--- src/rtl/branch_resolve.sv ---
// branch_resolve: EX-stage branch resolution, 2-bit BHT update/lookup, mispredict redirect and flush.
// Optional macro BR_STATS_EN builds the resolved-branch and mispredict counters.
// Ports:
//    clk, rst                      clock, synchronous active-high reset
//    if_pc / if_pred_taken         fetch-side BHT lookup (combinational)
//    ex_valid, ex_stall            EX instruction valid / EX frozen
//    ex_br_type, ex_pc             branch kind (1..6 real, else none), EX PC
//    ex_br_target, ex_pred_taken   taken target, prediction made at IF
//    beq_sig .. bltz_sig           ALU condition flags
//    redirect_valid, redirect_pc   one-cycle registered fetch redirect
//    flush_if_id, flush_id_ex      squash the younger pipeline registers
//    stat_branches, stat_mispredicts  resolve / mispredict counters
module branch_resolve #(
   parameter int BHT_IDX_W = 6
) (
   input  logic        clk,
   input  logic        rst,
   input  logic [31:0] if_pc,
   output logic        if_pred_taken,
   input  logic        ex_valid,
   input  logic        ex_stall,
   input  logic [2:0]  ex_br_type,
   input  logic [31:0] ex_pc,
   input  logic [31:0] ex_br_target,
   input  logic        ex_pred_taken,
   input  logic        beq_sig,
   input  logic        bne_sig,
   input  logic        bgez_sig,
   input  logic        bgtz_sig,
   input  logic        blez_sig,
   input  logic        bltz_sig,
   output logic        redirect_valid,
   output logic [31:0] redirect_pc,
   output logic        flush_if_id,
   output logic        flush_id_ex,
   output logic [31:0] stat_branches,
   output logic [31:0] stat_mispredicts
);
   logic [1:0]           r_bht [0:(2**BHT_IDX_W)-1];
   logic                 r_redirect;
   logic [31:0]          r_redirect_pc;
   logic [BHT_IDX_W-1:0] w_if_idx;
   logic [BHT_IDX_W-1:0] w_ex_idx;
   logic                 w_taken;
   logic                 w_resolve;
   logic                 w_mispredict;
   logic [1:0]           w_ctr;
   logic [1:0]           w_ctr_next;
   logic                 w_unused;
   assign w_if_idx = if_pc[BHT_IDX_W+1:2];
   assign w_ex_idx = ex_pc[BHT_IDX_W+1:2];
   assign w_unused = ^{if_pc[31:BHT_IDX_W+2], if_pc[1:0]};
   // Registered table, so a same-cycle update is not yet visible here.
   assign if_pred_taken = r_bht[w_if_idx][1];
   always_comb begin
      w_taken = (ex_br_type == 3'd1) ? beq_sig  :
                (ex_br_type == 3'd2) ? bne_sig  :
                (ex_br_type == 3'd3) ? bgez_sig :
                (ex_br_type == 3'd4) ? bgtz_sig :
                (ex_br_type == 3'd5) ? blez_sig :
                (ex_br_type == 3'd6) ? bltz_sig : 1'b0;
      // The instruction in EX during a redirect cycle is wrong-path.
      w_resolve = ex_valid && !ex_stall && !r_redirect &&
                  (ex_br_type != 3'd0) && (ex_br_type != 3'd7);
      w_mispredict = w_resolve && (w_taken != ex_pred_taken);
      w_ctr = r_bht[w_ex_idx];
      w_ctr_next = w_taken ? ((w_ctr == 2'd3) ? 2'd3 : w_ctr + 2'd1)
                           : ((w_ctr == 2'd0) ? 2'd0 : w_ctr - 2'd1);
   end
   always_ff @(posedge clk) begin
      if (rst) begin
         for (int i = 0; i < 2**BHT_IDX_W; i++) r_bht[i] <= 2'b01;
         r_redirect    <= 1'b0;
         r_redirect_pc <= 32'h0;
      end else begin
         r_redirect <= w_mispredict;
         if (w_mispredict) r_redirect_pc <= w_taken ? ex_br_target : ex_pc + 32'd4;
         if (w_resolve) r_bht[w_ex_idx] <= w_ctr_next;
      end
   end
   assign redirect_valid = r_redirect;
   assign flush_if_id    = r_redirect;
   assign flush_id_ex    = r_redirect;
   assign redirect_pc    = r_redirect_pc;
`ifdef BR_STATS_EN
   logic [31:0] r_stat_br;
   logic [31:0] r_stat_mp;
   always_ff @(posedge clk) begin
      if (rst) begin
         r_stat_br <= 32'h0;
         r_stat_mp <= 32'h0;
      end else begin
         if (w_resolve) r_stat_br <= r_stat_br + 32'd1;
         if (w_mispredict) r_stat_mp <= r_stat_mp + 32'd1;
      end
   end
   assign stat_branches    = r_stat_br;
   assign stat_mispredicts = r_stat_mp;
`else
   assign stat_branches    = 32'h0;
   assign stat_mispredicts = 32'h0;
`endif
endmodule

--- config.mk ---
export PLATFORM = sky130hd
export DESIGN_NAME = branch_resolve
export DESIGN_NICKNAME = d
export VERILOG_FILES = /design/src/rtl/branch_resolve.sv
export SDC_FILE = /design/constraint.sdc
export NUM_CORES = 1
export LEC_CHECK = 0
export BUFFER_PORTS_ARGS = -buffer_cell sky130_fd_sc_hd__buf_2
export CAP_MARGIN = 20
export CORE_MARGIN = 2
export CORE_UTILIZATION = 56
export CTS_CLUSTER_SIZE = 24
export DETAILED_ROUTE_END_ITERATION = 16
export PLACE_DENSITY = 0.82
export SETUP_SLACK_MARGIN = 0.5
export SLEW_MARGIN = 0
export SYNTH_ARGS = -nofsm -noshare
export SYNTH_HDL_FRONTEND = slang
export SYNTH_SLANG_ARGS = --single-unit
--- constraint.sdc ---
create_clock -name clk -period 2.8 [get_ports clk]
set_input_delay 0.28 -clock clk [delete_from_list [all_inputs] [get_ports clk]]
set_output_delay 0.28 -clock clk [all_outputs]
set_load 0.1 [all_outputs]
==> results of run 1 <==
## worst paths after layout
kind / slack (ns) / to / depth (start not counted)
max: -0.09 / if_pred_taken / 7
min: 0.15 / redirect_pc[31] / 3
max reg2reg: -0.08 / r_bht[26][0] / 12
min reg2reg: 0.45 / redirect_pc[18] / 2
## critical path: cells and delay by family (launching register included)
| family | cells | cell delay (ns) |
|---|---|---|
| buffers and inverters | 3 | 0.50 |
| DFF | 1 | 0.42 |
| AOI/OAI and AO/OA | 1 | 0.05 |
| muxes | 3 | 1.20 |
## state kept, by name (all words and copies together) (netlist names)
name         cells
flush_id_ex      1
r_bht          128
redirect_pc     32
## per-layer routing
layer,up-vias,part of all wire,track usage
li1,3790,-,-
met5,-,0,0
met4,0,0.062,0.1901
met3,179,0.12,0.07815
met1,4218,0.33,0.4064
met2,760,0.48,0.5442
## final cells by class
cell class / instances / area (um^2) / share of cell area
Clock buffer: 17 / 425.4 / 0.03354
Clock inverter: 15 / 156.4 / 0.01233
Inverter: 3 / 11.26 / 0.0008877
Multi-Input combinational cell: 693 / 5041 / 0.3974
Sequential cell: 161 / 4506 / 0.3552
Tap cell: 225 / 281.5 / 0.02219
Timing Repair Buffer: 261 / 2263 / 0.1784
## where the power goes
part / leakage (nW) / total, mW / switching (mW) / internal [mW]
sequential: 1.42 / 2.68 / 0.0408 / 2.64
combinational: 2.93 / 2.21 / 1.39 / 0.819
clock: 0.275 / 2.33 / 1.01 / 1.32
total: 4.62 / 7.21 / 2.43 / 4.78
## synthesized netlist by cell type, types with 23 or more instances
library cell	number
sky130_fd_sc_hd__o21bai_1	41
sky130_fd_sc_hd__buf_4	76
sky130_fd_sc_hd__nand2_1	89
sky130_fd_sc_hd__edfxtp_1	128
sky130_fd_sc_hd__o211ai_1	23
sky130_fd_sc_hd__nand4_1	50
sky130_fd_sc_hd__mux2i_1	32
sky130_fd_sc_hd__dfxtp_1	33
sky130_fd_sc_hd__clkbuf_1	58
sky130_fd_sc_hd__nor3_1	50
sky130_fd_sc_hd__nor2_1	64
sky130_fd_sc_hd__nand3_1	30
sky130_fd_sc_hd__mux4_2	27
sky130_fd_sc_hd__a21oi_1	38
## cell families (layout without fill, tap and decap cells)
family          count (synthesis)  in the layout
mux                            68             68
flops                         161            161
other cells                     1             64
simple gates                  368            368
compound gates                161            161
fa+ha+maj                       2              3
buf+inv                       166            296
xor+xnor                       29             29
## timing repair
action                     CTS  global route
setup endpoints to repair  163           179
cloned                      13             2
resized for setup           49            12
hold endpoints to repair     0             0
pin swaps                    8             4
buffers inserted            19            13
==> reports/results.env, run 1 <==
SYNTH_COMPOUND_GATE_AREA_SHARE=0.1148
GRT_START_MAX_NET_PINS=104
NUMBER_OF_FLOPS_MAPPED_TO_ENABLE_CELLS_BY_YOSYS=128
VIA_COUNT=8947
CLOCKROOTBUFFER='sky130_fd_sc_hd__clkbuf_16'
SINK_COUNT=161
START_KIND='register'
FP.COREAREA_UM2=17300
TRITONCTS.NUM_BUFFERS=17
TOTAL_POWER_mW=7.215
REPORT.FINAL.SLEW_VIOL_COUNT=0
AVGROUTEDWIREPERCELL_UM=22.85
IR_WORST_VDD_mV=0.4628
CLOCK_LATENCY_ON_THE_WORST_SKEW_PAIR_NS=0.44
CLKTRANSATPATHREGS_NS=0.07
YS.WARNINGS.COUNT=0
WORSTPATHREQUIRED_NS=2.52
FLOORPLAN.ROWS=48
P_PER_AREA_nW_PER_UM2=568.8
DETAIL_ROUTE.ITER0.VIOLATIONS=1191
GRT_FIRST_PASS_WIRELENGTH_UM=46720
POSTPLACECELLAREA_UM2=11170
INITIAL_CORE_UTIL=0.5721
GP_ROUTABILITY_CONGESTION=0.9073
SLOWEST_STAGE='sky130_fd_sc_hd__mux4_2'
SYN-MEAN-INSTANCE-AREA_UM2=10.35
GRT_SETUP_UNREPAIRED='yes'
WORSTSETUPENDPOINTTYPE='primary output'
CTSHTREEMAXLEVEL=4
YOSYS.AREA_SHARE.SIMPLE=0.1937
FULL_DIE_AREA_UM2=18750
SYNTH.LARGEST_AREA_CELL='sky130_fd_sc_hd__edfxtp_1'
SYNTH_TOP_FAMILY_BY_AREA='simple AND/OR/NAND/NOR gates'
TRITONCTS='done'
IO_PINS=210
CLOCK_PATH_BUFFERS=2
VIOLATIONS='negative setup slack'
PERIOD_SHARE=1.031
TIMING.SLEW.HEADROOM=0.5454
TIMING.FMAX_MHz=346.4
GRT_UTIL_ALL_LAYERS=0.3337
DP_HPWL_UM=18990
DIEHEIGHT_UM=136.9
SYNTH_SEQ_AREA_SHARE=0.4552
ANTENNA_CELLS_INSERTED=0
NUMBER_OF_GLOBAL_ROUTE_VIAS_BEFORE_REPAIR=8496
PRE_CTS_SLACK_NS=-0.1836
LAYOUT_OVERHEAD_ON_THE_SYNTHESIZED_AREA_PCT=28.18
STATUS='finished with violations'
DRT_PRE_ANTENNA_ITERS=6
CRITPATHLAUNCH='r_bht[38][1]'
MAXCAP_VIOL_COUNT=0
DIE-WIDTH_UM=136.9
CTS_HOLD_REPAIR.BUFFERS=0
HOLD_PATH.STARTPOINT='ex_pc[31]'
MUXSHAREOFSYNTHAREA=0.1041
ARR_TIME_CRIT_PATH_NS=2.61
MAX_STAGE_DELAY_NS=0.51
DRT-TOTAL-WL_UM=31420
TIMING.CRITICAL_PATH.CELLS='buf_4 -> mux4_2 -> mux4_2 -> mux2i_1 -> buf_4 -> a21oi_4 -> buf_12'
PORT_BUFFERS=119
POSTLAYOUTCELLAREA_UM2=12680
NETLIST_AREA_UM2=9896
FINISH.UTILIZATION=0.7334
HOLD_PATH_CLASS='input port to register'
FILLERINSTANCES=1061
P_LEAK_nW=4.622
REMAINING_DRC_ERRORS=0
DETAIL-ROUTE-ANTENNA-NETS=0
LAYOUT.CELLS.NON_FILLER=1375
FINAL_LAYOUT_SIZE_SUFFIX_GT1_FRAC=0.3835
SYNTH-SEQ-CELLS=161
R2R-START='r_bht[61][1]'
FINALCLOCKSKEW_NS=0.009921
WORSTPATHMAXFANOUT=2
FINALSETUPVIOLCOUNT=33
FIN_TNS_SETUP_NS=-1.006
MOSTFREQUENTLAYOUTCELLS='sky130_fd_sc_hd__edfxtp_1, sky130_fd_sc_hd__buf_2, sky130_fd_sc_hd__buf_4'
SYNTH_TOP_FLOP_CELL='sky130_fd_sc_hd__edfxtp_1'
DPL_CELLS=1296
NETS=1248
TIMING_WORST_SETUP_PATH_TYPE='register to primary output'
FINALWORSTPATHREQUIREDPERIOD_NS=2.887
WORST_SLACK_NS=-0.08693
SYNTHADDERAREAFRAC=0.002276
YOSYSUNIQUECELLTYPES=64
YS_TOP_CELLS_BY_AREA='sky130_fd_sc_hd__edfxtp_1, sky130_fd_sc_hd__dfxtp_1, sky130_fd_sc_hd__mux4_2, sky130_fd_sc_hd__buf_4, sky130_fd_sc_hd__nand2_1'
LEADING_CELL_TYPE_IN_THE_LAYOUT_FILL_AND_TAPS_EXCLUDED='sky130_fd_sc_hd__edfxtp_1'
TIMING_WORST_SLEW_PIN_VALUE_NS=0.6793
ROUTE.DETAILED.VIAS_PER_INST=6.507
GR-TOTAL-OVERFLOW=0
ASYNCSETRESETFLOPFRACSYNTH=0
TIMING.FINAL.HOLD_VIOLATIONS=0
FINAL.HOLD.WORST_SLACK_NS=0.1479
SYNTH_LARGEST_TYPE_AREA_FRACTION=0.3884
SYNTH_XOR_XNOR_AREA_SHARE=0.02567
SYNTH_CELLS=956
ANTENNA_FOUND_INITIAL=0
Note: power is estimated with default switching activity, not from simulation.
==> inputs of run 2 (changes only) <==
- CORE_UTILIZATION: 56 -> 24
- CTS_BUF_LIST: unset -> sky130_fd_sc_hd__clkbuf_4 sky130_fd_sc_hd__clkbuf_8
- PLACE_DENSITY: 0.82 -> unset
==> reports/results.env, run 2 (synthesized netlist as in run 1, its figures left out) <==
STATUS='finished with violations'  # unchanged
VIOLATIONS='negative setup slack'  # unchanged
GROUTE.LAYER.MET1.USAGE=0.1942  # was 0.4064
DP_HPWL_UM=22140  # was 18,990 um
MAX_FFS_PER_REGISTER=128  # unchanged
DETAIL-ROUTE-ANTENNA-NETS=0  # unchanged
FINALSETUPVIOLCOUNT=45  # was 33
DIEHEIGHT_UM=207.1  # was 136.9 um
CRITICAL_PATH.MOST_COMMON_CELL='sky130_fd_sc_hd__buf_12'
SLOWEST_STAGE='sky130_fd_sc_hd__mux4_2'  # unchanged
MAX_STAGE_DELAY_NS=0.49  # was 0.51 ns
CTSHTREEMAXLEVEL=4  # unchanged
FINAL_LAYOUT_SIZE_SUFFIX_GT1_FRAC=0.4070  # was 0.3835
WORST_SLACK_NS=-0.05844  # was -0.08693 ns
START_KIND='register'  # unchanged
GP_ROUTABILITY_CONGESTION=0.8742  # was 0.9073
TIMING_WORST_SLEW_PIN_VALUE_NS=0.6925  # was 0.6793 ns
IO_PINS=210  # unchanged
LEADING_CELL_TYPE_IN_THE_LAYOUT_FILL_AND_TAPS_EXCLUDED='sky130_fd_sc_hd__edfxtp_1'  # unchanged
CLOCKROOTBUFFER='sky130_fd_sc_hd__clkbuf_8'  # was sky130_fd_sc_hd__clkbuf_16
CLOCK_LATENCY_ON_THE_WORST_SKEW_PAIR_NS=0.46  # was 0.44 ns
ARR_TIME_CRIT_PATH_NS=3.05  # was 2.61 ns
NUMBER_OF_GLOBAL_ROUTE_VIAS_BEFORE_REPAIR=8266  # was 8,496
FLOORPLAN.ROWS=74  # was 48
FULL_DIE_AREA_UM2=42870  # was 18,750 um^2
ANTENNA_FOUND_INITIAL=1  # was 0
MIN_TO='redirect_pc[20]'  # was redirect_pc[31]
GRT_UTIL_ALL_LAYERS=0.1507  # was 0.3337
NETS=1238  # was 1,248
P_LEAK_nW=4.781  # was 4.622 nW
P_PER_AREA_nW_PER_UM2=513.3  # was 568.8 nW/um^2
TIMING.FINAL.HOLD_VIOLATIONS=0  # unchanged
GRT-BUSIEST-LAYER='met2'  # unchanged
WORSTPATHMAXFANOUT=8  # was 2
WHS_PATH_DEPTH=3  # unchanged
PORT_BUFFERS=119  # unchanged
GR-USAGE-MET3=0.02577  # was 0.07815
R2R-START='r_bht[63][1]'  # was r_bht[61][1]
ROUTE.DETAILED.VIAS_PER_INST=5.001  # was 6.507
TIMING.SLEW.HEADROOM=0.5384  # was 0.5454
DRT-TOTAL-WL_UM=33220  # was 31,420 um
FP.COREAREA_UM2=40740  # was 17,300 um^2
TIMING.CRITICAL_PATH.CELLS='mux4_2 -> mux2i_2 -> nor2_2 -> a211o_2 -> nor4_4 -> buf_4 -> nor2_4 -> o21ai_4 -> buf_12 -> buf_12 -> buf_16 -> nand4_1'  # was buf_4 -> mux4_2 -> mux4_2 -> mux2i_1 -> buf_4 -> a21oi_4 -> buf_12
WORSTPATHREQUIRED_NS=2.99  # was 2.52 ns
HOLD_PATH_CLASS='input port to register'  # unchanged
LOGIC_DEPTH_OF_THE_WORST_REGISTER_TO_REGISTER_PATH=12  # unchanged
FINALWORSTPATHREQUIREDPERIOD_NS=2.858  # was 2.887 ns
VIA_COUNT=8367  # was 8,947
DETAIL_ROUTE.ITER0.VIOLATIONS=827  # was 1,191
HOLD_PATH.STARTPOINT='ex_br_target[20]'  # was ex_pc[31]
GRT_FIRST_PASS_WIRELENGTH_UM=50180  # was 46,720 um
TIMING_WORST_SETUP_PATH_TYPE='register to register'  # was register to primary output
REPORT.FINAL.SLEW_VIOL_COUNT=0  # unchanged
CTS_HOLD_REPAIR.BUFFERS=0  # unchanged
WORSTPATHBUFFERINVERTERCOUNT=4  # was 3
REMAINING_DRC_ERRORS=0  # unchanged
MAXCAP_VIOL_COUNT=0  # unchanged
TRITONCTS='done'  # unchanged
PRE_CTS_SLACK_NS=-0.2239  # was -0.1836 ns
PERIOD_SHARE=1.021  # was 1.031
LAYOUT_OVERHEAD_ON_THE_SYNTHESIZED_AREA_PCT=32.39  # was 28.18%
FINALCLOCKSKEW_NS=0.02013  # was 0.009921 ns
TIMING.FMAX_MHz=349.8  # was 346.4 MHz
IR_WORST_VDD_mV=0.2944  # was 0.4628 mV
TRITONCTS.NUM_BUFFERS=17  # unchanged
SINK_COUNT=161  # unchanged
POSTLAYOUTCELLAREA_UM2=13100  # was 12,680 um^2
CP_NUM_CELLS=12  # was 7
INITIAL_CORE_UTIL=0.2429  # was 0.5721
GRT_SETUP_UNREPAIRED='yes'  # unchanged
GR-USAGE-MET2=0.2518  # was 0.5442
CLOCK_PATH_BUFFERS=2  # unchanged
DRT_PRE_ANTENNA_ITERS=5  # was 6
GR-TOTAL-OVERFLOW=0  # unchanged
CLKTRANSATPATHREGS_NS=0.11  # was 0.07 ns
DIE-WIDTH_UM=207.1  # was 136.9 um
MOSTFREQUENTLAYOUTCELLS='sky130_fd_sc_hd__edfxtp_1, sky130_fd_sc_hd__buf_2, sky130_fd_sc_hd__buf_4'  # unchanged
TIMING.CRITICAL_PATH.MAX_DELAY_FAMILY='multiplexers'  # unchanged
AVGROUTEDWIREPERCELL_UM=19.85  # was 22.85 um
LARGEST-REGISTER='r_bht'  # unchanged
WORST_FLOP_TO_FLOP_PATH_ENDPOINT='r_bht[48][0]'  # was r_bht[26][0]
GRT_START_MAX_NET_PINS=42  # was 104
POSTPLACECELLAREA_UM2=11520  # was 11,170 um^2
WORSTSETUPENDPOINTTYPE='register'  # was primary output
REG2REG_SETUP_SLACK_NS=-0.06  # was -0.08 ns
## run 2: cell count changes in the layout (fill, tap and decap cells not counted), moves of 4 or more
cell	previous run	this run
sky130_fd_sc_hd__nor2_1	58	50
sky130_fd_sc_hd__nor2_4	3	11
sky130_fd_sc_hd__buf_16	12	16
sky130_fd_sc_hd__nand2_1	89	72
sky130_fd_sc_hd__nand2_4	0	4
sky130_fd_sc_hd__nor3_2	48	28
sky130_fd_sc_hd__nor3_4	6	29
sky130_fd_sc_hd__buf_4	96	90
sky130_fd_sc_hd__nand2_2	0	13
sky130_fd_sc_hd__clkbuf_16	19	0
sky130_fd_sc_hd__clkbuf_8	0	17
## run 2: layout make-up
type | instances | area [um^2]
Timing Repair Buffer | 252 | 2196
Clock inverter | 14 | 145.1
Multi-Input combinational cell | 692 | 5334
Inverter | 3 | 11.26
Tap cell | 532 | 665.6
Sequential cell | 161 | 4506
Antenna cell | 1 | 2.502
Fill cell | 4080 | 27640
Clock buffer | 18 | 241.5
## run 2: where the power goes
group          internal, mW  switching [mW]  leakage, nW
registers              2.64          0.0399         1.42
clock network         0.743            1.01        0.189
logic                 0.835            1.46         3.18
total                  4.22            2.51         4.78
## run 2: worst reg2reg max path, stage by stage, from the launching register on
cell and delay, ns:
sky130_fd_sc_hd__edfxtp_1 0.44, sky130_fd_sc_hd__mux4_2 0.49, sky130_fd_sc_hd__mux2i_2 0.21, sky130_fd_sc_hd__nor2_2 0.08
sky130_fd_sc_hd__a211o_2 0.29, sky130_fd_sc_hd__nor4_4 0.18, sky130_fd_sc_hd__buf_4 0.18, sky130_fd_sc_hd__nor2_4 0.04
sky130_fd_sc_hd__o21ai_4 0.16, sky130_fd_sc_hd__buf_12 0.15, sky130_fd_sc_hd__buf_12 0.13, sky130_fd_sc_hd__buf_16 0.13
sky130_fd_sc_hd__nand4_1 0.09
## run 2: metrics by stage
stage | power [mW] | util | instances | hold WS [ns] | TNS, ns
CTS | 6.657 | 0.3149 | 1670 | 0.1018 | -0.01334
global placement | 4.331 | 0.2827 | 1602 | 0.4389 | -15.51
global route | 6.932 | 0.3216 | 1673 | 0.1121 | -5.524
floorplan | 4.057 | - | 1019 | 0.4897 | 0
detailed placement | 4.343 | 0.2827 | 1602 | 0.4454 | -21.80
finish | 6.724 | 0.3216 | 1673 | 0.1234 | -0.9891
## run 2: how the worst max path moves through the flow
stage | startpoint | endpoint | slack [ns]
2_1_floorplan | if_pc[2] | if_pred_taken | 0.34
3_3_place_gp | ex_pc[2] | r_bht[56][1] | -0.18
3_5_place_dp | ex_pc[2] | r_bht[1][1] | -0.22
4_1_cts | r_bht[15][1] | if_pred_taken | -0.01
5_1_grt | r_bht[63][1] | r_bht[53][0] | -0.15
6_report | r_bht[63][1] | r_bht[48][0] | -0.06
## run 2: layer usage
layer  routed length, um  vias up
met5                   0        -
met4                 836        0
met1               13340     4147
met2               16570      384
li1                    -     3778
met3                2472       58
## run 2: timing repair
item                                    4_1_cts  5_1_grt
pin swaps                                    21        3
gates resized for setup                      81       49
gates cloned                                 15        0
endpoints found under the setup margin      142      172
setup buffers                                21        2
==> inputs of run 3 (changes only) <==
- RECOVER_POWER: unset -> 25
==> reports/results.env, run 3 (synthesized netlist as in run 1, its figures left out) <==
STATUS='finished with violations'  # unchanged
VIOLATIONS='negative setup slack'  # unchanged
DETAIL_ROUTE.ITER0.VIOLATIONS=801  # was 827
CLOCKROOTBUFFER='sky130_fd_sc_hd__clkbuf_8'  # unchanged
FP.COREAREA_UM2=40740  # unchanged
DETAIL-ROUTE-ANTENNA-NETS=0  # unchanged
MAX_STAGE_DELAY_NS=0.49  # about the same
TIMING.FINAL.HOLD_VIOLATIONS=0  # unchanged
GP_ROUTABILITY_CONGESTION=0.8742  # unchanged
LEADING_CELL_TYPE_IN_THE_LAYOUT_FILL_AND_TAPS_EXCLUDED='sky130_fd_sc_hd__edfxtp_1'  # unchanged
NETS=1238  # unchanged
POSTPLACECELLAREA_UM2=11520  # unchanged
REG2REG_SETUP_SLACK_NS=-0.06  # about the same
WORST_FLOP_TO_FLOP_PATH_ENDPOINT='r_bht[41][0]'  # was r_bht[48][0]
REPORT.FINAL.SLEW_VIOL_COUNT=0  # unchanged
REGISTER_AREA_UM2=4504  # was 4506 um^2
DRT-TOTAL-WL_UM=33240  # was 33,220 um
START_KIND='register'  # unchanged
WORST_SLACK_NS=-0.06254  # was -0.05844 ns
FINALCLOCKSKEW_NS=0.02067  # was 0.02013 ns
LARGEST-REGISTER='r_bht'  # unchanged
GR-TOTAL-OVERFLOW=0  # unchanged
DIE-WIDTH_UM=207.1  # unchanged
CP_NUM_CELLS=12  # unchanged
GRT_START_MAX_NET_PINS=42  # unchanged
AVGROUTEDWIREPERCELL_UM=19.87  # was 19.85 um
TRITONCTS.NUM_BUFFERS=17  # unchanged
FINALSETUPVIOLCOUNT=51  # was 45
FULL_DIE_AREA_UM2=42870  # unchanged
NETSWITCHINGFRACTION=0.3741  # was 0.3730
CTSHTREEMAXLEVEL=4  # unchanged
CLOCK_PATH_BUFFERS=2  # unchanged
DRT_PRE_ANTENNA_ITERS=8  # was 5
WORSTPATHMAXFANOUT=8  # unchanged
IR_WORST_VDD_mV=0.2919  # was 0.2944 mV
MAXCAP_VIOL_COUNT=0  # unchanged
PERIOD_SHARE=1.022  # was 1.021
MAX_FFS_PER_REGISTER=128  # unchanged
P_SEQ_FRAC=0.398  # about the same
HOLD_PATH.STARTPOINT='ex_br_target[11]'  # was ex_br_target[20]
NUMBER_OF_GLOBAL_ROUTE_VIAS_BEFORE_REPAIR=8266  # unchanged
GRT_UTIL_ALL_LAYERS=0.1507  # unchanged
REMAINING_DRC_ERRORS=0  # unchanged
TIMING.SLEW.HEADROOM=0.1669  # was 0.5384
CLKTRANSATPATHREGS_NS=0.11  # about the same
WORSTPATHREQUIRED_NS=3.00  # was 2.99 ns
FILLERINSTANCES=4108  # was 4,080
CRITICAL_PATH.MOST_COMMON_CELL='sky130_fd_sc_hd__buf_12'  # unchanged
SLOWEST_STAGE='sky130_fd_sc_hd__mux4_2'  # unchanged
DP_HPWL_UM=22140  # unchanged
INTERNAL_POWER_mW=4.206  # was 4.216 mW
TIMING_WORST_SLEW_PIN_VALUE_NS=1.255  # was 0.6925 ns
IO_PINS=210  # unchanged
NETSWITCHINGPOWER_mW=2.514  # was 2.508 mW
ARR_TIME_CRIT_PATH_NS=3.06  # was 3.05 ns
PORT_BUFFERS=119  # unchanged
MOSTFREQUENTLAYOUTCELLS='sky130_fd_sc_hd__edfxtp_1, sky130_fd_sc_hd__buf_4, sky130_fd_sc_hd__buf_2'  # was sky130_fd_sc_hd__edfxtp_1, sky130_fd_sc_hd__buf_2, sky130_fd_sc_hd__buf_4
TRITONCTS='done'  # unchanged
R2R-START='r_bht[63][1]'  # unchanged
GRT_SETUP_UNREPAIRED='yes'  # unchanged
TIMING_WORST_SETUP_PATH_TYPE='register to register'  # unchanged
TIMING.CRITICAL_PATH.MAX_DELAY_FAMILY='multiplexers'  # unchanged
TIMING.FMAX_MHz=349.3  # was 349.8 MHz
ROUTE.DETAILED.VIAS_PER_INST=5.017  # was 5.001
VIA_COUNT=8394  # was 8,367
CRITPATHLAUNCH='r_bht[63][1]'  # unchanged
PWR-SHARE-COMB=0.341  # was 0.342
CP-ENDPOINT='r_bht[41][0]'  # was r_bht[48][0]
FINALWORSTPATHREQUIREDPERIOD_NS=2.863  # was 2.858 ns
P_PER_AREA_nW_PER_UM2=515.7  # was 513.3 nW/um^2
P_LEAK_nW=4.611  # was 4.781 nW
FINAL.HOLD.WORST_SLACK_NS=0.1228  # was 0.1234 ns
TIMING.CRITICAL_PATH.CELLS='mux4_2 -> mux2i_2 -> nor2_2 -> a211o_2 -> nor4_4 -> buf_4 -> nor2_4 -> o21ai_4 -> buf_12 -> buf_12 -> buf_16 -> nand4_1'  # unchanged
SINK_COUNT=161  # unchanged
WORSTSETUPENDPOINTTYPE='register'  # unchanged
LOGIC_DEPTH_OF_THE_WORST_REGISTER_TO_REGISTER_PATH=12  # unchanged
LAYOUT_OVERHEAD_ON_THE_SYNTHESIZED_AREA_PCT=31.67  # was 32.39%
INITIAL_CORE_UTIL=0.2429  # unchanged
GRT_FIRST_PASS_WIRELENGTH_UM=50180  # unchanged
SHARE_CLK_OF_TOTAL_POWER=0.261  # was 0.260
FINAL_LAYOUT_SIZE_SUFFIX_GT1_FRAC=0.3702  # was 0.4070
FINISH.UTILIZATION=0.3198  # was 0.3216
HOLD_PATH_CLASS='input port to register'  # unchanged
WORSTPATHBUFFERINVERTERCOUNT=4  # unchanged
MULTI_INPUT_AREA_UM2=5329  # was 5334 um^2
POSTLAYOUTCELLAREA_UM2=13030  # was 13,100 um^2
CLOCK_LATENCY_ON_THE_WORST_SKEW_PAIR_NS=0.47  # was 0.46 ns
DIEHEIGHT_UM=207.1  # unchanged
ANTENNA_FOUND_INITIAL=1  # unchanged
FLOORPLAN.ROWS=74  # unchanged
==> run 3: final cells by class <==
type	instances	share of cell area
diodes	1	0.0001920
multi-input cells	692	0.4090
inverters	3	0.0008642
repair buffers	252	0.1635
flip-flops and latches	161	0.3457
clock inverters	14	0.01114
well taps	532	0.05109
clock buffers	18	0.01853
==> run 3: timing repair <==
action | 4_1_cts | 5_1_grt
hold buffers | 0 | 0
pin swaps | 21 | 3
gates cloned | 15 | 0
buffers inserted | 21 | 2
hold endpoints to repair | 0 | 0
setup endpoints to repair | 142 | 172
resized for setup | 81 | 49
==> run 3: power groups by stage <==
stage	Combinational, mW	Clock (mW)	Sequential [mW]
floorplan	1.17	0	2.89
global placement	1.60	0	2.73
global route	2.37	1.87	2.68
CTS	2.21	1.78	2.67
detailed placement	1.61	0	2.73
finish	2.29	1.75	2.68
==> run 3: how the worst min path moves through the flow <==
stage	to	slack, ns	cells after the start
global route	redirect_pc[20]	0.11	3
floorplan	redirect_pc[30]	0.49	2
finish	redirect_pc[11]	0.12	3
global placement	redirect_pc[2]	0.44	2
detailed placement	redirect_pc[8]	0.45	2
CTS	redirect_pc[20]	0.10	3
==> run 3: metal layers <==
| layer | track usage | vias to the layer above | share of wire | wire length, um |
|---|---|---|---|---|
| met5 | 0 | - | 0 | 0 |
| met4 | 0.05813 | 0 | 0.026 | 855 |
| met3 | 0.02577 | 53 | 0.076 | 2522 |
| met2 | 0.2518 | 420 | 0.49 | 16450 |
| met1 | 0.1942 | 4148 | 0.40 | 13410 |
| li1 | - | 3773 | - | - |
==> run 3: worst register-to-register path: cells and delay by family (launching register included) <==
kind	cells	cell delay (ns)
muxes	2	0.71
buffers and inverters	4	0.60
AOI/OAI and AO/OA	2	0.45
DFF	1	0.44
and+or+nand+nor	4	0.39
==> run 3: stage by stage <==
| stage | setup WS, ns | setup TNS [ns] | cells | power, mW |
|---|---|---|---|---|
| after floorplan | 0.3358 | 0 | 1019 | 4.057 |
| after global placement | -0.1809 | -15.51 | 1602 | 4.331 |
| after global routing | -0.1498 | -5.991 | 1673 | 6.923 |
| after detailed placement | -0.2239 | -21.80 | 1602 | 4.343 |
| after CTS | -0.01334 | -0.01334 | 1670 | 6.657 |
| final | -0.06254 | -1.390 | 1673 | 6.720 |
